`src/rtl/ysyx_25020047_mem_arbiter_if.sv`:
```
// Request/response bundle between the IFU, the LSU, the shared memory port and the arbiter.
// The arbiter uses the slave view; the surrounding requesters and memory use the master view.
interface ysyx_25020047_mem_arbiter_if;
  logic        ifu_req_valid;
  logic        ifu_req_ready;
  logic [31:0] ifu_addr;
  logic        ifu_resp_valid;
  logic [31:0] ifu_rdata;

  logic        lsu_req_valid;
  logic        lsu_req_ready;
  logic [31:0] lsu_addr;
  logic        lsu_wen;
  logic [31:0] lsu_wdata;
  logic [3:0]  lsu_wmask;
  logic        lsu_resp_valid;
  logic [31:0] lsu_rdata;

  logic        mem_req_valid;
  logic        mem_req_ready;
  logic [31:0] mem_addr;
  logic        mem_wen;
  logic [31:0] mem_wdata;
  logic [3:0]  mem_wmask;
  logic        mem_resp_valid;
  logic [31:0] mem_rdata;

  modport slave (
    input  ifu_req_valid, ifu_addr,
    output ifu_req_ready, ifu_resp_valid, ifu_rdata,
    input  lsu_req_valid, lsu_addr, lsu_wen, lsu_wdata, lsu_wmask,
    output lsu_req_ready, lsu_resp_valid, lsu_rdata,
    output mem_req_valid, mem_addr, mem_wen, mem_wdata, mem_wmask,
    input  mem_req_ready, mem_resp_valid, mem_rdata
  );

  modport master (
    output ifu_req_valid, ifu_addr,
    input  ifu_req_ready, ifu_resp_valid, ifu_rdata,
    output lsu_req_valid, lsu_addr, lsu_wen, lsu_wdata, lsu_wmask,
    input  lsu_req_ready, lsu_resp_valid, lsu_rdata,
    input  mem_req_valid, mem_addr, mem_wen, mem_wdata, mem_wmask,
    output mem_req_ready, mem_resp_valid, mem_rdata
  );
endinterface

```
`src/rtl/ysyx_25020047_mem_arbiter.sv`:
```
// Round-robin arbiter sharing one memory port between IFU and LSU, one transaction in flight,
// with a watchdog that aborts transactions the memory never finishes.
module ysyx_25020047_mem_arbiter #(
  parameter int unsigned TIMEOUT_CYCLES = 1024,
  parameter logic [31:0] ERR_DATA       = 32'hDEADBEEF
) (
  input  logic                              clk,
  input  logic                              rst_n,
  ysyx_25020047_mem_arbiter_if.slave        bus,
  output logic                              busy,
  output logic                              timeout_err
);

  localparam int unsigned CNT_W =
      (TIMEOUT_CYCLES == 0) ? 1 : (($clog2(TIMEOUT_CYCLES + 1) < 1) ? 1
                                   : $clog2(TIMEOUT_CYCLES + 1));
  localparam logic [CNT_W-1:0] CNT_LAST =
      (TIMEOUT_CYCLES == 0) ? {CNT_W{1'b0}} : CNT_W'(TIMEOUT_CYCLES - 1);

  localparam logic [1:0] S_IDLE = 2'd0;
  localparam logic [1:0] S_REQ  = 2'd1;
  localparam logic [1:0] S_WAIT = 2'd2;

  localparam logic OWN_IFU = 1'b0;
  localparam logic OWN_LSU = 1'b1;

  logic [1:0]       r_state;
  logic [1:0]       w_state_nxt;
  logic             r_owner;
  logic             r_last_grant;
  logic [31:0]      r_addr;
  logic             r_wen;
  logic [31:0]      r_wdata;
  logic [3:0]       r_wmask;
  logic [CNT_W-1:0] r_cnt;
  logic             r_ifu_resp;
  logic             r_lsu_resp;
  logic [31:0]      r_ifu_rdata;
  logic [31:0]      r_lsu_rdata;
  logic             r_timeout_err;

  logic w_idle;
  logic w_active;
  logic w_grant_ifu;
  logic w_grant_lsu;
  logic w_accept;
  logic w_done;
  logic w_timeout;
  logic w_finish;

  // LSU wins a tie unless it was the last one served, so it goes first after reset.
  assign w_grant_lsu = bus.lsu_req_valid && (!bus.ifu_req_valid || r_last_grant == OWN_IFU);
  assign w_grant_ifu = bus.ifu_req_valid && !w_grant_lsu;

  assign w_idle   = (r_state == S_IDLE);
  assign w_active = (r_state == S_REQ) || (r_state == S_WAIT);

  assign bus.ifu_req_ready = w_idle && w_grant_ifu;
  assign bus.lsu_req_ready = w_idle && w_grant_lsu;
  assign w_accept          = bus.ifu_req_ready || bus.lsu_req_ready;

  // A response in the same cycle as the watchdog expiry wins over the abort.
  assign w_done    = (r_state == S_WAIT) && bus.mem_resp_valid;
  assign w_timeout = (TIMEOUT_CYCLES != 0) && w_active && (r_cnt == CNT_LAST) && !w_done;
  assign w_finish  = w_done || w_timeout;

  always_comb begin
    w_state_nxt = r_state;
    case (r_state)
      S_IDLE: if (w_accept) w_state_nxt = S_REQ;
      S_REQ: begin
        if (w_timeout)              w_state_nxt = S_IDLE;
        else if (bus.mem_req_ready) w_state_nxt = S_WAIT;
      end
      S_WAIT: if (w_finish) w_state_nxt = S_IDLE;
      default: w_state_nxt = S_IDLE;
    endcase
  end

  always_ff @(posedge clk or negedge rst_n) begin
    if (!rst_n) begin
      r_state       <= S_IDLE;
      r_owner       <= OWN_IFU;
      r_last_grant  <= OWN_IFU;
      r_addr        <= 32'h0;
      r_wen         <= 1'b0;
      r_wdata       <= 32'h0;
      r_wmask       <= 4'h0;
      r_cnt         <= {CNT_W{1'b0}};
      r_ifu_resp    <= 1'b0;
      r_lsu_resp    <= 1'b0;
      r_ifu_rdata   <= 32'h0;
      r_lsu_rdata   <= 32'h0;
      r_timeout_err <= 1'b0;
    end else begin
      r_state <= w_state_nxt;

      if (w_accept) begin
        r_owner      <= bus.lsu_req_ready;
        r_last_grant <= bus.lsu_req_ready;
        if (bus.lsu_req_ready) begin
          r_addr  <= bus.lsu_addr;
          r_wen   <= bus.lsu_wen;
          r_wdata <= bus.lsu_wdata;
          r_wmask <= bus.lsu_wmask;
        end else begin
          r_addr  <= bus.ifu_addr;
          r_wen   <= 1'b0;
          r_wdata <= 32'h0;
          r_wmask <= 4'h0;
        end
      end

      if (w_accept)      r_cnt <= {CNT_W{1'b0}};
      else if (w_active) r_cnt <= r_cnt + CNT_W'(1);

      r_ifu_resp <= w_finish && (r_owner == OWN_IFU);
      r_lsu_resp <= w_finish && (r_owner == OWN_LSU);

      if (w_finish && r_owner == OWN_IFU) r_ifu_rdata <= w_done ? bus.mem_rdata : ERR_DATA;
      if (w_finish && r_owner == OWN_LSU) r_lsu_rdata <= w_done ? bus.mem_rdata : ERR_DATA;

      if (w_timeout) r_timeout_err <= 1'b1;
    end
  end

  // Memory request fields come only from the latched copy so they stay stable under stalls.
  assign bus.mem_req_valid = (r_state == S_REQ);
  assign bus.mem_addr      = r_addr;
  assign bus.mem_wen       = r_wen;
  assign bus.mem_wdata     = r_wdata;
  assign bus.mem_wmask     = r_wmask;

  assign bus.ifu_resp_valid = r_ifu_resp;
  assign bus.ifu_rdata      = r_ifu_rdata;
  assign bus.lsu_resp_valid = r_lsu_resp;
  assign bus.lsu_rdata      = r_lsu_rdata;

  assign busy        = !w_idle;
  assign timeout_err = r_timeout_err;

endmodule

```
`src/flat_wrapper.sv`:
```
// flat-port wrapper written by rule: the top's interface ports become plain ports
module ysyx_25020047_mem_arbiter_flat 
#(
  parameter int unsigned TIMEOUT_CYCLES = 1024,
  parameter logic [31:0] ERR_DATA       = 32'hDEADBEEF
)
  (clk, rst_n, busy, timeout_err, bus_ifu_req_valid, bus_ifu_addr, bus_ifu_req_ready, bus_ifu_resp_valid, bus_ifu_rdata, bus_lsu_req_valid, bus_lsu_addr, bus_lsu_wen, bus_lsu_wdata, bus_lsu_wmask, bus_lsu_req_ready, bus_lsu_resp_valid, bus_lsu_rdata, bus_mem_req_valid, bus_mem_addr, bus_mem_wen, bus_mem_wdata, bus_mem_wmask, bus_mem_req_ready, bus_mem_resp_valid, bus_mem_rdata);
  ysyx_25020047_mem_arbiter_if bus_i ();
  input  logic clk;
  input  logic rst_n;
  output logic busy;
  output logic timeout_err;
  input wire logic [$bits(bus_i.ifu_req_valid)-1:0] bus_ifu_req_valid;
  input wire logic [$bits(bus_i.ifu_addr)-1:0] bus_ifu_addr;
  output wire logic [$bits(bus_i.ifu_req_ready)-1:0] bus_ifu_req_ready;
  output wire logic [$bits(bus_i.ifu_resp_valid)-1:0] bus_ifu_resp_valid;
  output wire logic [$bits(bus_i.ifu_rdata)-1:0] bus_ifu_rdata;
  input wire logic [$bits(bus_i.lsu_req_valid)-1:0] bus_lsu_req_valid;
  input wire logic [$bits(bus_i.lsu_addr)-1:0] bus_lsu_addr;
  input wire logic [$bits(bus_i.lsu_wen)-1:0] bus_lsu_wen;
  input wire logic [$bits(bus_i.lsu_wdata)-1:0] bus_lsu_wdata;
  input wire logic [$bits(bus_i.lsu_wmask)-1:0] bus_lsu_wmask;
  output wire logic [$bits(bus_i.lsu_req_ready)-1:0] bus_lsu_req_ready;
  output wire logic [$bits(bus_i.lsu_resp_valid)-1:0] bus_lsu_resp_valid;
  output wire logic [$bits(bus_i.lsu_rdata)-1:0] bus_lsu_rdata;
  output wire logic [$bits(bus_i.mem_req_valid)-1:0] bus_mem_req_valid;
  output wire logic [$bits(bus_i.mem_addr)-1:0] bus_mem_addr;
  output wire logic [$bits(bus_i.mem_wen)-1:0] bus_mem_wen;
  output wire logic [$bits(bus_i.mem_wdata)-1:0] bus_mem_wdata;
  output wire logic [$bits(bus_i.mem_wmask)-1:0] bus_mem_wmask;
  input wire logic [$bits(bus_i.mem_req_ready)-1:0] bus_mem_req_ready;
  input wire logic [$bits(bus_i.mem_resp_valid)-1:0] bus_mem_resp_valid;
  input wire logic [$bits(bus_i.mem_rdata)-1:0] bus_mem_rdata;
  assign bus_i.ifu_req_valid = bus_ifu_req_valid;
  assign bus_i.ifu_addr = bus_ifu_addr;
  assign bus_ifu_req_ready = bus_i.ifu_req_ready;
  assign bus_ifu_resp_valid = bus_i.ifu_resp_valid;
  assign bus_ifu_rdata = bus_i.ifu_rdata;
  assign bus_i.lsu_req_valid = bus_lsu_req_valid;
  assign bus_i.lsu_addr = bus_lsu_addr;
  assign bus_i.lsu_wen = bus_lsu_wen;
  assign bus_i.lsu_wdata = bus_lsu_wdata;
  assign bus_i.lsu_wmask = bus_lsu_wmask;
  assign bus_lsu_req_ready = bus_i.lsu_req_ready;
  assign bus_lsu_resp_valid = bus_i.lsu_resp_valid;
  assign bus_lsu_rdata = bus_i.lsu_rdata;
  assign bus_mem_req_valid = bus_i.mem_req_valid;
  assign bus_mem_addr = bus_i.mem_addr;
  assign bus_mem_wen = bus_i.mem_wen;
  assign bus_mem_wdata = bus_i.mem_wdata;
  assign bus_mem_wmask = bus_i.mem_wmask;
  assign bus_i.mem_req_ready = bus_mem_req_ready;
  assign bus_i.mem_resp_valid = bus_mem_resp_valid;
  assign bus_i.mem_rdata = bus_mem_rdata;
  ysyx_25020047_mem_arbiter #(.TIMEOUT_CYCLES(TIMEOUT_CYCLES), .ERR_DATA(ERR_DATA)) u_core (.clk(clk), .rst_n(rst_n), .bus(bus_i), .busy(busy), .timeout_err(timeout_err));
endmodule
```
`config.mk`:
```
export PLATFORM = sky130hd
export DESIGN_NAME = ysyx_25020047_mem_arbiter_flat
export DESIGN_NICKNAME = d
export VERILOG_FILES = /design/src/rtl/ysyx_25020047_mem_arbiter_if.sv /design/src/rtl/ysyx_25020047_mem_arbiter.sv /design/src/flat_wrapper.sv
export SDC_FILE = /design/constraint.sdc
export NUM_CORES = 1
export LEC_CHECK = 0
export ABC_AREA = 1
export CAP_MARGIN = 20
export CORE_MARGIN = 3
export CORE_UTILIZATION = 44
export CTS_CLUSTER_SIZE = 10
export DETAILED_ROUTE_END_ITERATION = 10
export PLACE_DENSITY = 0.85
export SYNTH_ARGS = -nofsm -noshare
export SYNTH_HDL_FRONTEND = slang
export SYNTH_SLANG_ARGS = --single-unit
```
`constraint.sdc`:
```
create_clock -name clk -period 4.3 [get_ports clk]
set_clock_uncertainty 0.1 [all_clocks]
set_input_delay 0.86 -clock clk [delete_from_list [all_inputs] [get_ports clk]]
set_output_delay 0.86 -clock clk [all_outputs]
set_load 0.02 [all_outputs]
```
After elaboration in Yosys (flattened, before gate mapping)
Cells that the tools add are included.
Widths: inputs -> output; s select.

word-level totals
  input port bits = 139
  register bits after elaboration = 150
  output and inout bits = 140

operators by class
  $add $sub $neg = 1
  bitwise logic cells = 1
  mux-type cells = 12
  equality and inequality tests = 6
  reduce and logical (&&, ||, !) cells = 20

operator list
  cell                   count
  $mux 32                3
  $mux 11                2
  $add 11x1->11 const B  1
  $eq 11x10->1 const B   1
  $logic_and 1x1->1      9
  $mux 2                 4
  $pmux 2 s3             1
  $logic_not 1->1        4
  $logic_or 1x1->1       4
  $mux 4                 1
  $ne 3x1->1 const B     1
  $reduce_and 3->1       1
  $eq 2x1->1 const B     1
  $eq 2x2->1 const B     1
  $logic_not 2->1        1
  $ne 2x1->1 const B     1
  $ne 2x2->1 const B     1
  $reduce_bool 2->1      1
  $mux 1                 1
  $not 1->1              1

Depth between registers and ports, before layout
  depth after elaboration = 9
  gate-level depth with buffers = 11
  mapped depth without buffers = 10

Worst setup path after synthesis
OpenSTA, ideal clock, no wires.

  path kind = input port to output port
  from = in bus_ifu_req_valid
  to = out bus_lsu_req_ready
  data arrival time = 1502 ps
  data required time = 3340 ps
  stages on the path = 4
  slack = 1838 ps
  cells stage by stage = nand2_2 nand3_2 inv_2 clkbuf_1

between the ends
  longest elaborated chain between the ends = 4

ends and longest elaborated chain
  item                RTL line                         RTL
  start: declaration  flat_wrapper.sv:13               input wire logic [$bits(bus_i.ifu_req_valid)-1:0] bus_ifu_req_valid;
  $logic_not 1->1     ysyx_25020047_mem_arbiter.sv:52  assign w_grant_lsu = bus.lsu_req_valid && (!bus.ifu_req_valid || r_last_grant == OWN_IFU);
  $logic_or 1x1->1    ysyx_25020047_mem_arbiter.sv:52
  $logic_and 1x1->1   ysyx_25020047_mem_arbiter.sv:52
  $logic_and 1x1->1   ysyx_25020047_mem_arbiter.sv:59  assign bus.lsu_req_ready = w_idle && w_grant_lsu;
  end: declaration    flat_wrapper.sv:23               output wire logic [$bits(bus_i.lsu_req_ready)-1:0] bus_lsu_req_ready;

No other way between the ends.

Worst setup path in the final report
  from = in bus_ifu_req_valid
  to = out bus_ifu_req_ready

between the ends
  longest elaborated chain between the ends = 6

ends and longest elaborated chain
  item                 RTL line                         RTL
  $logic_not 1->1      ysyx_25020047_mem_arbiter.sv:52
  $logic_or 1x1->1     ysyx_25020047_mem_arbiter.sv:52
  $logic_and 1x1->1    ysyx_25020047_mem_arbiter.sv:52
  $logic_not 1->1      ysyx_25020047_mem_arbiter.sv:53  assign w_grant_ifu = bus.ifu_req_valid && !w_grant_lsu;
  $logic_and 1x1->1 *  ysyx_25020047_mem_arbiter.sv:53
  $logic_and 1x1->1 *  ysyx_25020047_mem_arbiter.sv:58  assign bus.ifu_req_ready = w_idle && w_grant_ifu;
  end: declaration     flat_wrapper.sv:15               output wire logic [$bits(bus_i.ifu_req_ready)-1:0] bus_ifu_req_ready;

Mark *: on every way between the ends. The rest lies on a longest branch, timed or not.

==> key figures <==
Route
  – Wirelength, routed: 18.09 mm
  – Routed WL per cell: 17.50 µm
  – Vias/cell: 5.213
  – DR DRC count: 0
  – Vias: 5390
  – DR iter-0 viols: 478
  – Routed Antenna Nets: 0
  – Drt first pass iters: 5

CTS
  – CTS Hold Bufs: 0
  – Setup bufs post-CTS: 0
  – Reg clk slew, reported paths: about 0.060 ns
  – CTS tree: done
  – Post_cts resized: 0
  – H-tree levels: 4
  – Clock root cell: clkbuf_16
  – Clock latency on the worst-skew pair: roughly 0.42 ns
  – Clk sink count: 150
  – Cts bufs inserted: 17
  – CTS max path bufs: 2

Pwr
  – PwrDens: 776.6 nW/µm²
  – Worst IR Drop VDD: 0.4681 mV
  – Leakage: roughly 4.2 nW

Global routing
  – Initial antenna violation count: 0
  – Vias in the first global route: around 5300
  – First-pass GRT wire length: about 28 mm
  – Overall global routing resource usage: 0.2412
  – Largest net degree at the start of global routing: 99
  – Grt ovf: 0

Placed design
  – Placed Cells: 1000
  – GP Congestion: approximately 0.83
  – Port bufs: 278
  – Placed cell areas: 8800 µm²
  – Post-DP HPWL: 13.44 mm

Timing
  – RSZ-0062 raised after global routing: no
  – Final Hold Vio Count: 0
  – F_max: 0.3034 GHz
  – Setup violators final: 0
  – Max Transition Viols Final: 0
  – Fin crit share: 0.7665
  – Total negative slack: 0 ns
  – Max_slew headroom: 0.4228
  – Crit path time final: 3.296 ns
  – Worst-Margin Slew: about 0.87 ns

Cells and area
  – # diodes: 0
  – FILL cells: 859
  – Fin nets: 993
  – Finished layout cell area: 9402 µm²
  – Synthesis-to-layout area growth: 57.39%
  – Post-Layout Cell Count: 1034
  – Share of layout cells above drive strength 1: 0.07425
  – Util after Layout: 0.7273

Synthesis
  – Post-synth net total: 721
  – Cell taking the most area after synthesis: dfrtp_1
  – Ys async rst share: 1.000
  – Yosys warnings: 0
  – Yosys cell types: 25
  – Seq/Total Area, Yosys: 0.6284
  – Syn avg cell area: just over 10 µm²
  – Top FF cell, synth: dfrtp_1
  – Mapped Cells: 577
  – Synthesized cell area: 5973 µm²
  – Post-synth EDFFs: 0
  – Share of the synthesized area in the top cell type: 0.6284
  – Synth top area cells: dfrtp_1, nor2_1, nand2_1
  – Seq cells post-synth: 150

Die
  – Die Wd: 122.5 µm
  – FP Rows: just over 40
  – Core area: 12930 µm²
  – Initial core utilization: 0.4621
  – Die Area: between 15000 and 20000 µm²
  – I/O pin count: 279
  – Chip height: 122.5 µm

Worst setup path
  – CP Capture Type: output pin
  – Worst Path Max Fanout: 2
  – CP arrival: 2.34 ns
  – Startpoint Class: primary input
  – Critical path class: primary input to output pin
  – Crit path required time: 3.34 ns

Flow run
  – Max Cap Viol: 0

Hold path
  – Worst hold path class: register to register

Outcome
  – Status: finished clean
## per-layer routing
metal / GRT usage / share of wire / routed length [µm]
met1: 0.2855 / 0.38 / 6897
met2: 0.4078 / 0.50 / 9046
met3: 0.07880 / 0.090 / 1634
met4: 0.09587 / 0.028 / 512
met5: 0 / 0 / 0
## area by class of cell
type                       instances  area, µm²  share of cell area
tap                              172      215.2             0.02289
clock inverter                    12      105.1             0.01118
timing repair buffer             287       2877              0.3060
sequential                       150       3754              0.3993
clock buffer                      20      456.7             0.04858
multi-input combinational        371       1912              0.2034
inverter                          22      82.58            0.008784
## worst paths after layout
| kind | endpoint | slack (ns) | from | depth (start not counted) |
|---|---|---|---|---|
| max | bus_ifu_req_ready | 1.00 | bus_ifu_req_valid | 6 |
| min | u_core.timeout_err$_DFFE_PN0P_ | 0.37 | u_core.timeout_err$_DFFE_PN0P_ | 2 |
| max reg2reg | u_core.r_state[0]$_DFFE_PN0P_ | 1.68 | u_core.r_state[0]$_DFFE_PN0P_ | 9 |
| min reg2reg | u_core.timeout_err$_DFFE_PN0P_ | 0.37 | u_core.timeout_err$_DFFE_PN0P_ | 2 |
| max in group asynchronous | u_core.bus.mem_wdata[2]$_DFFE_PN0N_ | 2.75 | rst_n | 2 |
| min in group asynchronous | u_core.bus.ifu_rdata[5]$_DFFE_PN0P_ | 0.44 | rst_n | 1 |
## sequential cells by signal, summed over array words and instances (netlist names)
name	count
u_core.timeout_err	1
u_core.bus.lsu_rdata	32
u_core.r_state	2
u_core.bus.mem_wmask	4
u_core.bus.lsu_resp_valid	1
u_core.bus.mem_addr	32
u_core.r_owner	1
u_core.r_cnt	11
u_core.bus.mem_wen	1
u_core.bus.ifu_rdata	32
u_core.bus.ifu_resp_valid	1
u_core.bus.mem_wdata	32
## critical path, stage by stage
cell,delay [ns]
clkdlybuf4s50_1,0.52
nand2_2,0.08
nand2_1,0.10
nand3_2,0.07
inv_1,0.10
clkdlybuf4s50_1,0.61
## through the flow
| stage | hold slack, ns | power (mW) | worst slack [ns] |
|---|---|---|---|
| floorplan | 0.3675 | 4.160 | 1.838 |
| global placement | 0.3541 | 5.813 | 1.033 |
| detailed placement | 0.3579 | 5.933 | 1.010 |
| CTS | 0.3731 | 7.352 | 1.002 |
| global route | 0.4059 | 7.692 | 0.9472 |
| finish | 0.3655 | 7.301 | 1.004 |
## cell usage in the layout (no fill, tap or decap), drive strengths merged, types with 6 or more instances in the layout
cell type,n
nand2,99
inv,22
nor2,100
o22ai,32
nand3,10
buf,10
clkdlybuf4s50,277
dfrtp,150
clkbuf,20
clkinv,6
a21oi,9
a22o,37
o21ai,69
## cells by family (layout without fill, tap and decap cells)
group | count (synthesis) | after routing | synth area share
AO/OA/AOI/OAI | 149 | 149 | 0.1619
AND/OR/NAND/NOR | 217 | 217 | 0.1477
buffers and inverters | 56 | 341 | 0.05153
flip-flops | 150 | 150 | 0.6284
adder cells (fa/ha/maj) | 5 | 5 | 0.01047
## power breakdown
group	leakage, nW	total (mW)	switching (mW)	internal (mW)
logic	2.07	3.46	1.85	1.61
clock network	0.264	1.39	0.565	0.822
registers	1.85	2.46	0.408	2.05
total	4.18	7.30	2.82	4.48
## Yosys cell counts, types with 2 or more instances
cell type and count:
nor3_1 3, clkbuf_1 11, nor2_2 2, o21ai_2 10, o22ai_1 32, a21oi_1 9, ha_1 5, nand3_2 4
buf_4 5, nand3_1 6, nand2_2 5, inv_2 2, dfrtp_1 150, inv_1 20, nand4_1 4, o21ai_0 9
buf_6 9, nand2_1 94, nor2_1 98, a22o_1 37, buf_2 9, o21ai_1 50
No activity file was read; power rests on OpenSTA's default activity.
